**src/rtl/edge_capture.sv**
```systemverilog
// -----------------------------------------------------------------------------
// edge_capture
//    Multi-channel edge detector for asynchronous inputs. Each channel is
//    synchronized, compared with its previous synchronized value, and the
//    edge qualified by a per-channel mode. A qualified edge produces a
//    registered one-cycle pulse, sets a sticky flag and bumps a saturating
//    event counter. After reset release, detection stays masked until the
//    synchronizer and previous-value flop hold real input samples.
//
// Ports
//    clk               system clock, all state on rising edge
//    rst_n             asynchronous active-low reset (release must be
//                      synchronized to clk externally)
//    signal_in[W]      raw asynchronous channel inputs
//    mode[2W]          channel i at [2i+1:2i]: 00 off, 01 rise, 10 fall, 11 both
//    clear[W]          synchronous clear of channel sticky flag and counter
//    edge_detect_pulse registered one-cycle pulse per qualified edge
//    edge_sticky       latched edge-seen flag per channel
//    edge_count        channel i count at [(i+1)*CNT_WIDTH-1:i*CNT_WIDTH]
//    count_sat         high while a channel counter is at its maximum
// -----------------------------------------------------------------------------
module edge_capture #(
   parameter int WIDTH       = 2,
   parameter int SYNC_STAGES = 2,
   parameter int CNT_WIDTH   = 8
) (
   input  logic                       clk,
   input  logic                       rst_n,
   input  logic [WIDTH-1:0]           signal_in,
   input  logic [2*WIDTH-1:0]         mode,
   input  logic [WIDTH-1:0]           clear,
   output logic [WIDTH-1:0]           edge_detect_pulse,
   output logic [WIDTH-1:0]           edge_sticky,
   output logic [WIDTH*CNT_WIDTH-1:0] edge_count,
   output logic [WIDTH-1:0]           count_sat
);

   // The arming counter runs 0 .. SYNC_STAGES+1; detection is enabled only
   // once it reaches the top, which hides the artificial edge between the
   // reset-zeroed pipeline and the first real input samples.
   localparam int                   ARM_W    = $clog2(SYNC_STAGES + 2);
   localparam logic [ARM_W-1:0]     ARM_DONE = ARM_W'(SYNC_STAGES + 1);
   localparam logic [CNT_WIDTH-1:0] CNT_MAX  = '1;

   logic [ARM_W-1:0] arm_q, arm_d;
   logic             armed;

   always_comb begin
      armed = (arm_q == ARM_DONE);
      arm_d = arm_q;
      if (!armed) begin
         arm_d = arm_q + ARM_W'(1);
      end
   end

   always_ff @(posedge clk or negedge rst_n) begin
      if (!rst_n) begin
         arm_q <= '0;
      end else begin
         arm_q <= arm_d;
      end
   end

   genvar gi;
   generate
      for (gi = 0; gi < WIDTH; gi++) begin : g_ch
         logic [SYNC_STAGES-1:0] sync_q, sync_d;
         logic                   prev_q, prev_d;
         logic                   pulse_q, pulse_d;
         logic                   sticky_q, sticky_d;
         logic [CNT_WIDTH-1:0]   cnt_q, cnt_d;
         logic                   s, rise, fall, det;
         logic [1:0]             ch_mode;

         always_comb begin
            sync_d  = {sync_q[SYNC_STAGES-2:0], signal_in[gi]};
            s       = sync_q[SYNC_STAGES-1];
            prev_d  = s;
            rise    = s & ~prev_q;
            fall    = ~s & prev_q;
            ch_mode = mode[2*gi +: 2];
            // Mode gates the edge combinationally; a mode change alone never
            // creates an edge because rise/fall depend only on the input.
            det     = armed & ((ch_mode[0] & rise) | (ch_mode[1] & fall));
            pulse_d = det;
            // Set wins over clear so an edge in the clear cycle is not lost.
            sticky_d = det | (sticky_q & ~clear[gi]);
            if (clear[gi]) begin
               cnt_d = CNT_WIDTH'(det);
            end else if (det && (cnt_q != CNT_MAX)) begin
               cnt_d = cnt_q + CNT_WIDTH'(1);
            end else begin
               cnt_d = cnt_q;
            end
         end

         always_ff @(posedge clk or negedge rst_n) begin
            if (!rst_n) begin
               sync_q   <= '0;
               prev_q   <= 1'b0;
               pulse_q  <= 1'b0;
               sticky_q <= 1'b0;
               cnt_q    <= '0;
            end else begin
               sync_q   <= sync_d;
               prev_q   <= prev_d;
               pulse_q  <= pulse_d;
               sticky_q <= sticky_d;
               cnt_q    <= cnt_d;
            end
         end

         assign edge_detect_pulse[gi]                      = pulse_q;
         assign edge_sticky[gi]                            = sticky_q;
         assign edge_count[gi*CNT_WIDTH +: CNT_WIDTH]      = cnt_q;
         assign count_sat[gi]                              = (cnt_q == CNT_MAX);
      end
   endgenerate

endmodule
```
**config.mk**
```make
export PLATFORM = sky130hd
export DESIGN_NAME = edge_capture
export DESIGN_NICKNAME = d
export VERILOG_FILES = /design/src/rtl/edge_capture.sv
export SDC_FILE = /design/constraint.sdc
export NUM_CORES = 1
export LEC_CHECK = 0
export CORE_ASPECT_RATIO = 0.7
export CORE_MARGIN = 3
export CORE_UTILIZATION = 50
export DETAILED_ROUTE_END_ITERATION = 6
export PLACE_DENSITY = 0.86
export SETUP_SLACK_MARGIN = 0.15
export SLEW_MARGIN = 20
export SYNTH_ARGS = -nofsm -noshare
export SYNTH_HDL_FRONTEND = slang
export SYNTH_SLANG_ARGS = --single-unit
```
**constraint.sdc**
```tcl
create_clock -name clk -period 4.2 [get_ports clk]
set_input_delay 0.84 -clock clk [delete_from_list [all_inputs] [get_ports clk]]
set_output_delay 0.84 -clock clk [all_outputs]
set_load 0.01 [all_outputs]
```
# After elaboration in Yosys (flattened, before gate mapping)
# Index checks and enable logic that the tools add are counted.
dict set report word_totals {
  mem_count 0
  ff_bits 28
  out_inout_bits 22
  latchBits 0
  mem_bits_ro 0
  in_bits 10
  ram_bits 0
  wordCells 49
}
dict set report classes {
  addsub 3
  n_bitwise 22
  magnitude_cmp 0
  div 0
  muxes 4
  reduce_logical 4
  shifts 0
  n_mul 0
  n_eq_ne 5
}
# cell count
set op_table {}
lappend op_table {{8-bit two-way mux} 4}
lappend op_table {{8-bit by 1-bit adder with 8-bit output, second input constant} 2}
lappend op_table {{8-bit equality test, second input constant} 2}
lappend op_table {{8-bit inequality test, second input constant} 2}
lappend op_table {{1-bit AND} 12}
lappend op_table {{1-bit inverter} 6}
lappend op_table {{1-bit OR} 4}
lappend op_table {{2-bit nonzero test} 2}
lappend op_table {{2-bit by 1-bit adder with 2-bit output, second input constant} 1}
lappend op_table {{2-bit equality test, second input constant} 1}
lappend op_table {{1-bit logical AND} 2}

# Longest topological paths before layout
# Gate-level depths: netlist (run 1).
dict set report logic_depth {
  ltp_word 8
  ltp_mapped 8
  mapped_depth_nobuf 6
}

# Worst setup path before layout (run 1)
# Ideal clock, no wire load.
dict set report synth_path {
  path_kind {reg-to-output}
  startpoint {register g_ch[1].cnt_q[0]}
  endpoint {output count_sat[1]}
  required_ps 3360
  n_path_buf 0
  arrival_ps 1146
  slack_ps 2214
  stages_incl_launch_ff 5
  path_cell_list {dfrtp_1 -> ha_1 -> and4_1 -> nand3_1 -> inv_1}
}
dict set report synth_via {
  elab_chain_len 1
}
# element line_no
set synth_rtl {}
lappend synth_rtl {{start, declared} 71} ;# logic [CNT_WIDTH-1:0] cnt_q, cnt_d;
lappend synth_rtl {{start signal, assigned} 109} ;# cnt_q <= cnt_d;
lappend synth_rtl {{8-bit equality test} 116} ;# assign count_sat[gi] = (cnt_q == CNT_MAX);
lappend synth_rtl {{end, declared} 35} ;# output logic [WIDTH-1:0] count_sat
# Every way passes these cells.

# Final worst setup path (run 1)
# Ends and elaborated chain as after synthesis.

==> summary.txt, run 1 <==
Critical Path Sink Type: output pin
Vias: 1107
Post-Syn Area per Cell: 10.5 um2
final count of negative-setup-slack endpoints: 0
Setup crit start kind: register
ys flop type: dfrtp_1
H-tree levels: 1
TritonCTS clock tree: built
sequential power share: 58.6%
Die Area: 3400 um2
logic gate share of total power: 12.1%
Clk pin slew, worst setup/hold paths: 80 ps
clock power share: 29.3%
CP max stage cell: clkdlybuf4s50_1
port bufs: 31
sw power: 117 uW
clk_lat worst skew: 270 ps
cts bufs inserted: 3
FF-to-FF path depth: 6
Leak: 0.000693 uW
# diodes: 0
pre-CTS setup slack: 1610 ps
critical path, cell by cell: ha_1 > and4_1 > nand3_1 > inv_1 > clkdlybuf4s50_1
Via density: 5.80
period utilisation layout: 69.4%
Worst Hold Slack: 358 ps
total negative slack: 0 ps
DR iter-0 viols: 72
post-synthesis sequential element count: 28
Die Y: 49.7 um
critical path's top delay family: buffers and inverters
clk_skew: 6.33 ps
grt ovf: 0
Hold Vio Cnt, Final: 0
worst-margin pin slew: 430 ps
HP Class: reg -> reg
root buffer cell: clkbuf_8
die width: 68.5 um
floorplan row count: 15
fin crit period: 2910 ps
Mapped Nets: 143
Final GP Congestion: 0.870
Layout Area Growth over Synthesis: 25.0%
final worst setup slack: 1290 ps
Seq/Total Area, Yosys: 51.3%
Antenna Nets Post-Route: 0
VDD IR max: 0.000196 V
reg2reg end: g_ch[1].cnt_q[3]
worst reg2reg startpoint: g_ch[1].cnt_q[0]
DRT Pass-1 Iters: 4
number of top-level pins: 32
r2r setup slk: 2290 ps
RSZ-0062 raised after global routing: no
mapped cell area: 1370 um2
number of flops mapped to enable cells by yosys: 0
most common cell after layout, fill and taps aside: clkdlybuf4s50_1
Crit. path cell count: 5
max_slew headroom: 71.2%
Worst Path Arrival: 2070 ps
fin nets: 172
largest net degree at the start of global routing: 29
status: finished clean
Remaining DRCs: 0
hold buffers post-CTS: 0
layout cells sized above 1: 6.37%
Max-Cap Viols: 0
number of buffers and inverters on the critical path: 2
Synth cell types: 39
core area: 2530 um2
Largest stage delay, worst path: 570 ps
detailed placer's ending HPWL: 2270 um
vias in the first global route: 1091
CP Class: reg -> out
Switching Fraction: 24.0%
Req. time, crit path: 3360 ps
CTS Sinks: 28
crit path launch: g_ch[1].cnt_q[0]
Pint: 373 uW
wire per inst: 15.6 um
Fmax: 343 MHz
Initial Utilization: 53.9%
Post-synth ARST share: 100%
Syn Inst Count: 130
Post-CTS Setup Inserts: 0
pwr/cell area: 287 nW/um2
Slew Viols, Final: 0
crit path to: count_sat[1]
total power: 490 uW
Routed WL: 2990 um
commonest cells after routing, fill and taps aside: clkdlybuf4s50_1, dfrtp_1, nand3_1, a21oi_1, inv_1
gr usage total: 19.5%
clock buffer depth: 2
YS warnings: 0
post-cts resize count: 0
worst-path fanout max: 6
initial antenna violation count: 0
first-pass GRT wire length: 5010 um
## power by group through the flow
stage	sequential [uW]	clock (uW)	combinational [uW]
final	287	143	59.4
after CTS	287	145	59.9
after detailed placement	293	0	59.8
after global routing	289	154	65.3
after global placement	291	0	57.3
after floorplan	293	0	29.3
## worst min-delay path by stage
stage / startpoint / end / slack [ps] / depth (start not counted)
final: g_ch[1].sync_q[0] / g_ch[1].sync_q[1] / 360 / 0
after global routing: g_ch[1].sync_q[0] / g_ch[1].sync_q[1] / 370 / 0
after CTS: g_ch[1].sync_q[0] / g_ch[1].sync_q[1] / 360 / 0
after detailed placement: g_ch[0].sync_q[0] / g_ch[0].sync_q[1] / 340 / 0
after global placement: g_ch[1].sync_q[0] / g_ch[1].sync_q[1] / 340 / 0
after floorplan: g_ch[0].sync_q[0] / g_ch[0].sync_q[1] / 330 / 0
## Yosys cell counts, types with 2 or more instances
cell type / instances / area share [%]
a21oi_1: 11 / 4.0
a311oi_1: 2 / 1.3
a31oi_1: 3 / 1.4
a41o_1: 2 / 1.5
and2_1: 2 / 0.92
and3_1: 2 / 0.92
and4_1: 2 / 1.3
buf_4: 4 / 2.2
buf_6: 2 / 1.6
clkbuf_1: 2 / 0.55
dfrtp_1: 28 / 51
ha_1: 3 / 2.8
inv_1: 8 / 2.2
inv_2: 2 / 0.55
nand2_1: 6 / 1.6
nand3_1: 11 / 4.0
nor2_1: 6 / 1.6
nor2b_1: 3 / 1.4
nor3_1: 2 / 0.73
o21ai_0: 4 / 1.5
o31ai_1: 4 / 2.2
or4_1: 4 / 2.2
## routing by layer
layer	wire length [um]	vias to the layer above	GRT usage [%]
met5	0	-	0
met3	189	4	5.92
met1	1280	534	25.1
met4	38	0	4.95
li1	-	531	-
met2	1470	38	31.7
## through the flow
stage | area, um2 | util, % | instances
6_report | 1710 | 67.4 | 191
5_1_grt | 1710 | 67.4 | 191
4_1_cts | 1710 | 67.4 | 191
3_5_place_dp | 1670 | 65.7 | 188
3_3_place_gp | 1670 | 65.7 | 188
2_1_floorplan | 1370 | - | 130
## registers in the layout (all words and copies together) (netlist names)
register / count
arm_q: 2
g_ch.cnt_q: 16
g_ch.prev_q: 2
g_ch.pulse_q: 2
g_ch.sticky_q: 2
g_ch.sync_q: 4
## layout make-up
cell class	instances	area [um2]
Fill cell	202	827
Inverter	10	37.5
Clock buffer	3	41.3
Sequential cell	28	701
Multi-Input combinational cell	84	567
Tap cell	34	42.5
Timing Repair Buffer	32	318
## logic make-up (layout without fill, tap and decap cells)
group,count (synthesis),after routing,share of synthesized area [%]
AND/OR/NAND/NOR,46,46,19.9
AO/OA/AOI/OAI,31,31,15.9
flip-flops,28,28,51.3
buffers and inverters,18,45,7.15
adder cells (fa/ha/maj),3,3,2.75
multiplexers,3,3,2.38
XOR/XNOR,1,1,0.642
Note: power is estimated with default switching activity, not from simulation.
==> run 2, diff against run 1 <==
- CORE_UTILIZATION: 50 -> 44
- PLACE_DENSITY: 0.86 -> 0.81
- clock period: 4.2 -> 2.5 ns (I/O delays scaled with it)
==> run 2 against run 1 <==
Net effect: final cell count grew 3.7%; non-clock buffer count up 5; first-iteration DRC count increased by 78%; clock-buffer cell count unchanged; combinational power is 90% higher; clock skew fell by 4.2 ps; setup slack got worse by 1000 ps; global-route usage fell by 3.0 points; die area grew 12%; critical path depth is the same; highest routed layer unchanged; clock power rose by 59%; sequential share of layout area fell by 1.1 points.
==> summary.txt, run 2 (synthesis gave the netlist of run 1 again) <==
status: finished clean
Critical Path Sink Type: output pin
clk_skew: 2.11 ps
VDD IR max: 0.000328 V
most common cell after layout, fill and taps aside: clkdlybuf4s50_1
port bufs: 31
worst-path fanout max: 4
CTS Sinks: 28
largest net degree at the start of global routing: 29
root buffer cell: clkbuf_8
largest reg by FF count: g_ch.cnt_q
cts bufs inserted: 3
total negative slack: 0 ps
Vias: 1141
# fillers: 238
number of top-level pins: 32
clk_lat worst skew: 260 ps
CP Class: reg -> out
detailed placer's ending HPWL: 2170 um
TritonCTS clock tree: built
Layout Area Growth over Synthesis: 28.7%
Req. time, crit path: 2000 ps
Largest register FFs: 16
fin nets: 177
worst-margin pin slew: 439 ps
Setup crit start kind: register
# diodes: 0
gr usage total: 16.6%
grt ovf: 0
Worst Path Arrival: 1730 ps
Clk pin slew, worst setup/hold paths: 80 ps
Leak: 0.000716 uW
Routed WL: 2910 um
period utilisation layout: 89.2%
core area: 2880 um2
Remaining DRCs: 0
Largest regs: g_ch.cnt_q x16, g_ch.sync_q x4
die width: 72.6 um
wire per inst: 14.7 um
Max-Cap Viols: 0
commonest cells after routing, fill and taps aside: clkdlybuf4s50_1, dfrtp_1, a21oi_1, nand3_1
max_slew headroom: 70.7%
RSZ-0062 raised after global routing: no
Die Y: 52.6 um
pwr/cell area: 466 nW/um2
cell count after placement: 190
DR iter-0 viols: 128
H-tree levels: 1
HP Class: reg -> reg
Antenna Nets Post-Route: 0
hold buffers post-CTS: 0
floorplan row count: 16
clock buffer depth: 2
layout cells sized above 1: 13.0%
Slew Viols, Final: 0
Initial Utilization: 47.4%
Final GP Congestion: 0.897
DRT Pass-1 Iters: 4
initial antenna violation count: 0
Fmax: 448 MHz
Hold Vio Cnt, Final: 0
fin crit period: 2230 ps
Via density: 5.76
non-filler instance count after layout: 198
final count of negative-setup-slack endpoints: 0
vias in the first global route: 1101
first-pass GRT wire length: 4940 um
Die Area: 3820 um2
-- run 2: changes by cell type in the layout (fill, tap and decap cells not counted), sizes merged --
cell / change
dlygate4sd2: +1
clkdlybuf4s50: -1
buf: +5
-- run 2: timing repair --
item / 4_1_cts / 5_1_grt
gates resized for setup: 4 / 3
setup buffers: 5 / 0
endpoints found under the setup margin: 2 / 1
-- run 2: cell type report --
class	instances	area, um2	area share (%)
Tap cell	36	45.0	2.56
Multi-Input combinational cell	84	577	32.8
Sequential cell	28	702	40.0
Timing Repair Buffer	37	354	20.2
Clock buffer	3	41.3	2.35
Inverter	10	37.5	2.14
-- run 2: power by group --
| group | switching, uW | internal, uW |
|---|---|---|
| Combinational | 56.3 | 56.3 |
| Clock | 119 | 108 |
| Sequential | 9.55 | 469 |
-- run 2: critical path: stages (launching register included) --
cell,delay (ps)
dfrtp_1,370
ha_2,220
and2_4,170
nand3_2,100
inv_2,80
clkdlybuf4s50_1,530
-- run 2: metrics by stage --
| step | setup slack [ps] | power [uW] | utilization, % | hold slack, ps | area, um2 |
|---|---|---|---|---|---|
| finish | 269 | 818 | 60.9 | 358 | 1760 |
| global route | 167 | 859 | 60.9 | 372 | 1760 |
| CTS | 204 | 831 | 60.6 | 365 | 1750 |
| detailed placement | 246 | 590 | 57.9 | 345 | 1670 |
| global placement | 342 | 586 | 57.9 | 334 | 1670 |
| floorplan | 700 | 541 | - | 204 | 1370 |
-- run 2: final timing paths --
| check | endpoint | cells past startpoint | slack, ps | from |
|---|---|---|---|---|
| worst max-delay path | count_sat[0] | 5 | 270 | g_ch[0].cnt_q[0] |
| worst min-delay path | g_ch[0].sync_q[1] | 0 | 360 | g_ch[0].sync_q[0] |
| worst max register to register | g_ch[0].cnt_q[3] | 5 | 630 | arm_q[0] |
| worst min register to register | g_ch[0].sync_q[1] | 0 | 360 | g_ch[0].sync_q[0] |
| max in group asynchronous | g_ch[0].cnt_q[3] | 2 | 1620 | rst_n |
| min in group asynchronous | g_ch[1].pulse_q | 2 | 600 | rst_n |
-- run 2: layer usage --
layer / wire (um) / global-route usage (%)
met5: 0 / 0
met4: 31 / 4.60
met3: 168 / 5.17
met2: 1320 / 25.3
met1: 1380 / 22.6
==> run 3, diff against run 2 <==
- PLACE_DENSITY: 0.81 -> 0.79
==> run 3 against run 2 <==
Net effect: total power up 14%; critical path depth unchanged; hold slack worse by 0.70 ps; non-clock buffer count down 1; routed wire length up 4.1%; cell area up 1.3%; global-route usage up 1.1 points; clock skew up 1.1 ps; register-to-register slack worse by 20 ps; combinational power down 7%; sequential share of layout area down 0.51 points; critical path type unchanged; largest cell class unchanged; highest routed layer unchanged.
==> summary.txt, run 3 (synthesis gave the netlist of run 1 again) <==
commonest cells after routing, fill and taps aside: clkdlybuf4s50_1, dfrtp_1, a21oi_1, nand3_1
CTS Sinks: 28
met3 usage: 5.94%
Die Area: 3820 um2
Max-Cap Viols: 0
most common cell after layout, fill and taps aside: clkdlybuf4s50_1
Layout Area Growth over Synthesis: 30.3%
largest reg by FF count: g_ch.cnt_q
Worst Hold Slack: 357 ps
Hold Crit Endpoint: g_ch[0].sync_q[1]
reg2reg end: g_ch[0].cnt_q[3]
Clk pin slew, worst setup/hold paths: 90 ps
layout cells sized above 1: 12.3%
largest net degree at the start of global routing: 29
worst-path fanout max: 7
root buffer cell: clkbuf_8
total negative slack: 0 ps
Die Y: 52.6 um
non-filler instance count after layout: 198
Fmax: 452 MHz
gr usage total: 17.7%
worst hold path stage count: 0
critical path, cell by cell: ha_1 > and2_1 > nand3_1 > inv_2 > dlygate4sd2_1
Setup crit start kind: register
Switching Fraction: 21.3%
port bufs: 31
CP Class: reg -> out
final instance area: 1780 um2
FF-to-FF path depth: 5
period utilisation layout: 88.6%
sw power: 199 uW
clk_skew: 3.23 ps
Via density: 5.71
vias in the first global route: 1064
floorplan row count: 16
Critical Path Sink Type: output pin
status: finished clean
initial antenna violation count: 0
die width: 72.6 um
HP Class: reg -> reg
Hold Vio Cnt, Final: 0
wire per inst: 15.3 um
DRT Pass-1 Iters: 4
hold buffers post-CTS: 0
Final Util: 61.7%
Largest register FFs: 16
clk_lat worst skew: 270 ps
RSZ-0062 raised after global routing: no
Post-DP Area: 1670 um2
r2r setup slk: 610 ps
Initial Utilization: 47.4%
Vias: 1131
cell count after placement: 190
clock power share: 37.4%
TritonCTS clock tree: built
met2 usage: 25.7%
pwr/cell area: 526 nW/um2
H-tree levels: 1
Largest stage delay, worst path: 420 ps
CP max stage cell: dfrtp_1
cts bufs inserted: 3
first-pass GRT wire length: 5000 um
core area: 2880 um2
fin crit period: 2210 ps
DR iter-0 viols: 103
Remaining DRCs: 0
GRT busiest layer: met2
Req. time, crit path: 2000 ps
# diodes: 0
VDD IR max: 0.000240 V
Antenna Nets Post-Route: 0
Routed WL: 3020 um
grt ovf: 0
clock buffer depth: 2
Largest regs: g_ch.cnt_q x16, g_ch.sync_q x4
Slew Viols, Final: 0
Worst Path Arrival: 1710 ps
worst-margin pin slew: 438 ps
Final GP Congestion: 0.883
fin nets: 176
max_slew headroom: 70.7%
detailed placer's ending HPWL: 2150 um
final count of negative-setup-slack endpoints: 0
logic gate share of total power: 11.2%
Leak: 0.000747 uW
sequential power share: 51.4%
M1 GR Usage: 23.2%
hold path start: g_ch[0].sync_q[0]
Pint: 736 uW
number of top-level pins: 32
worst reg2reg startpoint: arm_q[0]
## run 3: changes by cell type in the layout (fill, tap and decap cells not counted), sizes merged
cell / delta
buf: -1
dlymetal6s2s: +1
clkdlybuf4s50: -1
bufinv: +1
## run 3: power by group through the flow
stage	clock network (uW)	registers [uW]	logic, uW
6_report	350	480	105
5_1_grt	389	483	116
4_1_cts	362	480	105
3_5_place_dp	0	491	98.9
3_3_place_gp	0	490	96.8
2_1_floorplan	0	492	49.2
## run 3: worst max-delay path by stage
stage | from | endpoint | slack [ps] | depth (start not counted)
global placement | g_ch[1].cnt_q[0] | count_sat[1] | 340 | 5
detailed placement | g_ch[1].cnt_q[1] | count_sat[1] | 270 | 5
floorplan | g_ch[1].cnt_q[0] | g_ch[1].cnt_q[3] | 700 | 6
CTS | g_ch[1].cnt_q[0] | count_sat[1] | 80 | 5
finish | g_ch[0].cnt_q[1] | count_sat[0] | 290 | 5
global route | g_ch[0].cnt_q[1] | count_sat[0] | 160 | 5
## run 3: cell type report
| cell class | instances | area, um2 |
|---|---|---|
| multi-input combinational | 84 | 574 |
| fill | 231 | 1100 |
| timing repair buffer | 36 | 349 |
| inverter | 10 | 37.5 |
| clock inverter | 1 | 30.0 |
| tap | 36 | 45.0 |
| sequential | 28 | 702 |
| clock buffer | 3 | 41.3 |
## run 3: metal layers
layer	wire [um]	vias up
met4	80	0
met2	1360	57
li1	-	540
met3	250	8
met1	1340	526
met5	0	-
## run 3: worst max-delay path: cells and delay by family (launching register included)
family	cells	cell delay [ps]
fa+ha+maj	1	230
buf+inv	2	460
flops	1	420
simple gates	2	330
## run 3: what timing repair did
action	4_1_cts	5_1_grt
resized for setup	3	4
pin swaps	0	0
buffers inserted	2	2
setup endpoints to repair	2	2
## run 3: per-stage QoR
stage / setup slack, ps / power, uW
finish: 286 / 935
global route: 157 / 988
CTS: 76.9 / 947
detailed placement: 267 / 590
global placement: 338 / 586
floorplan: 700 / 541
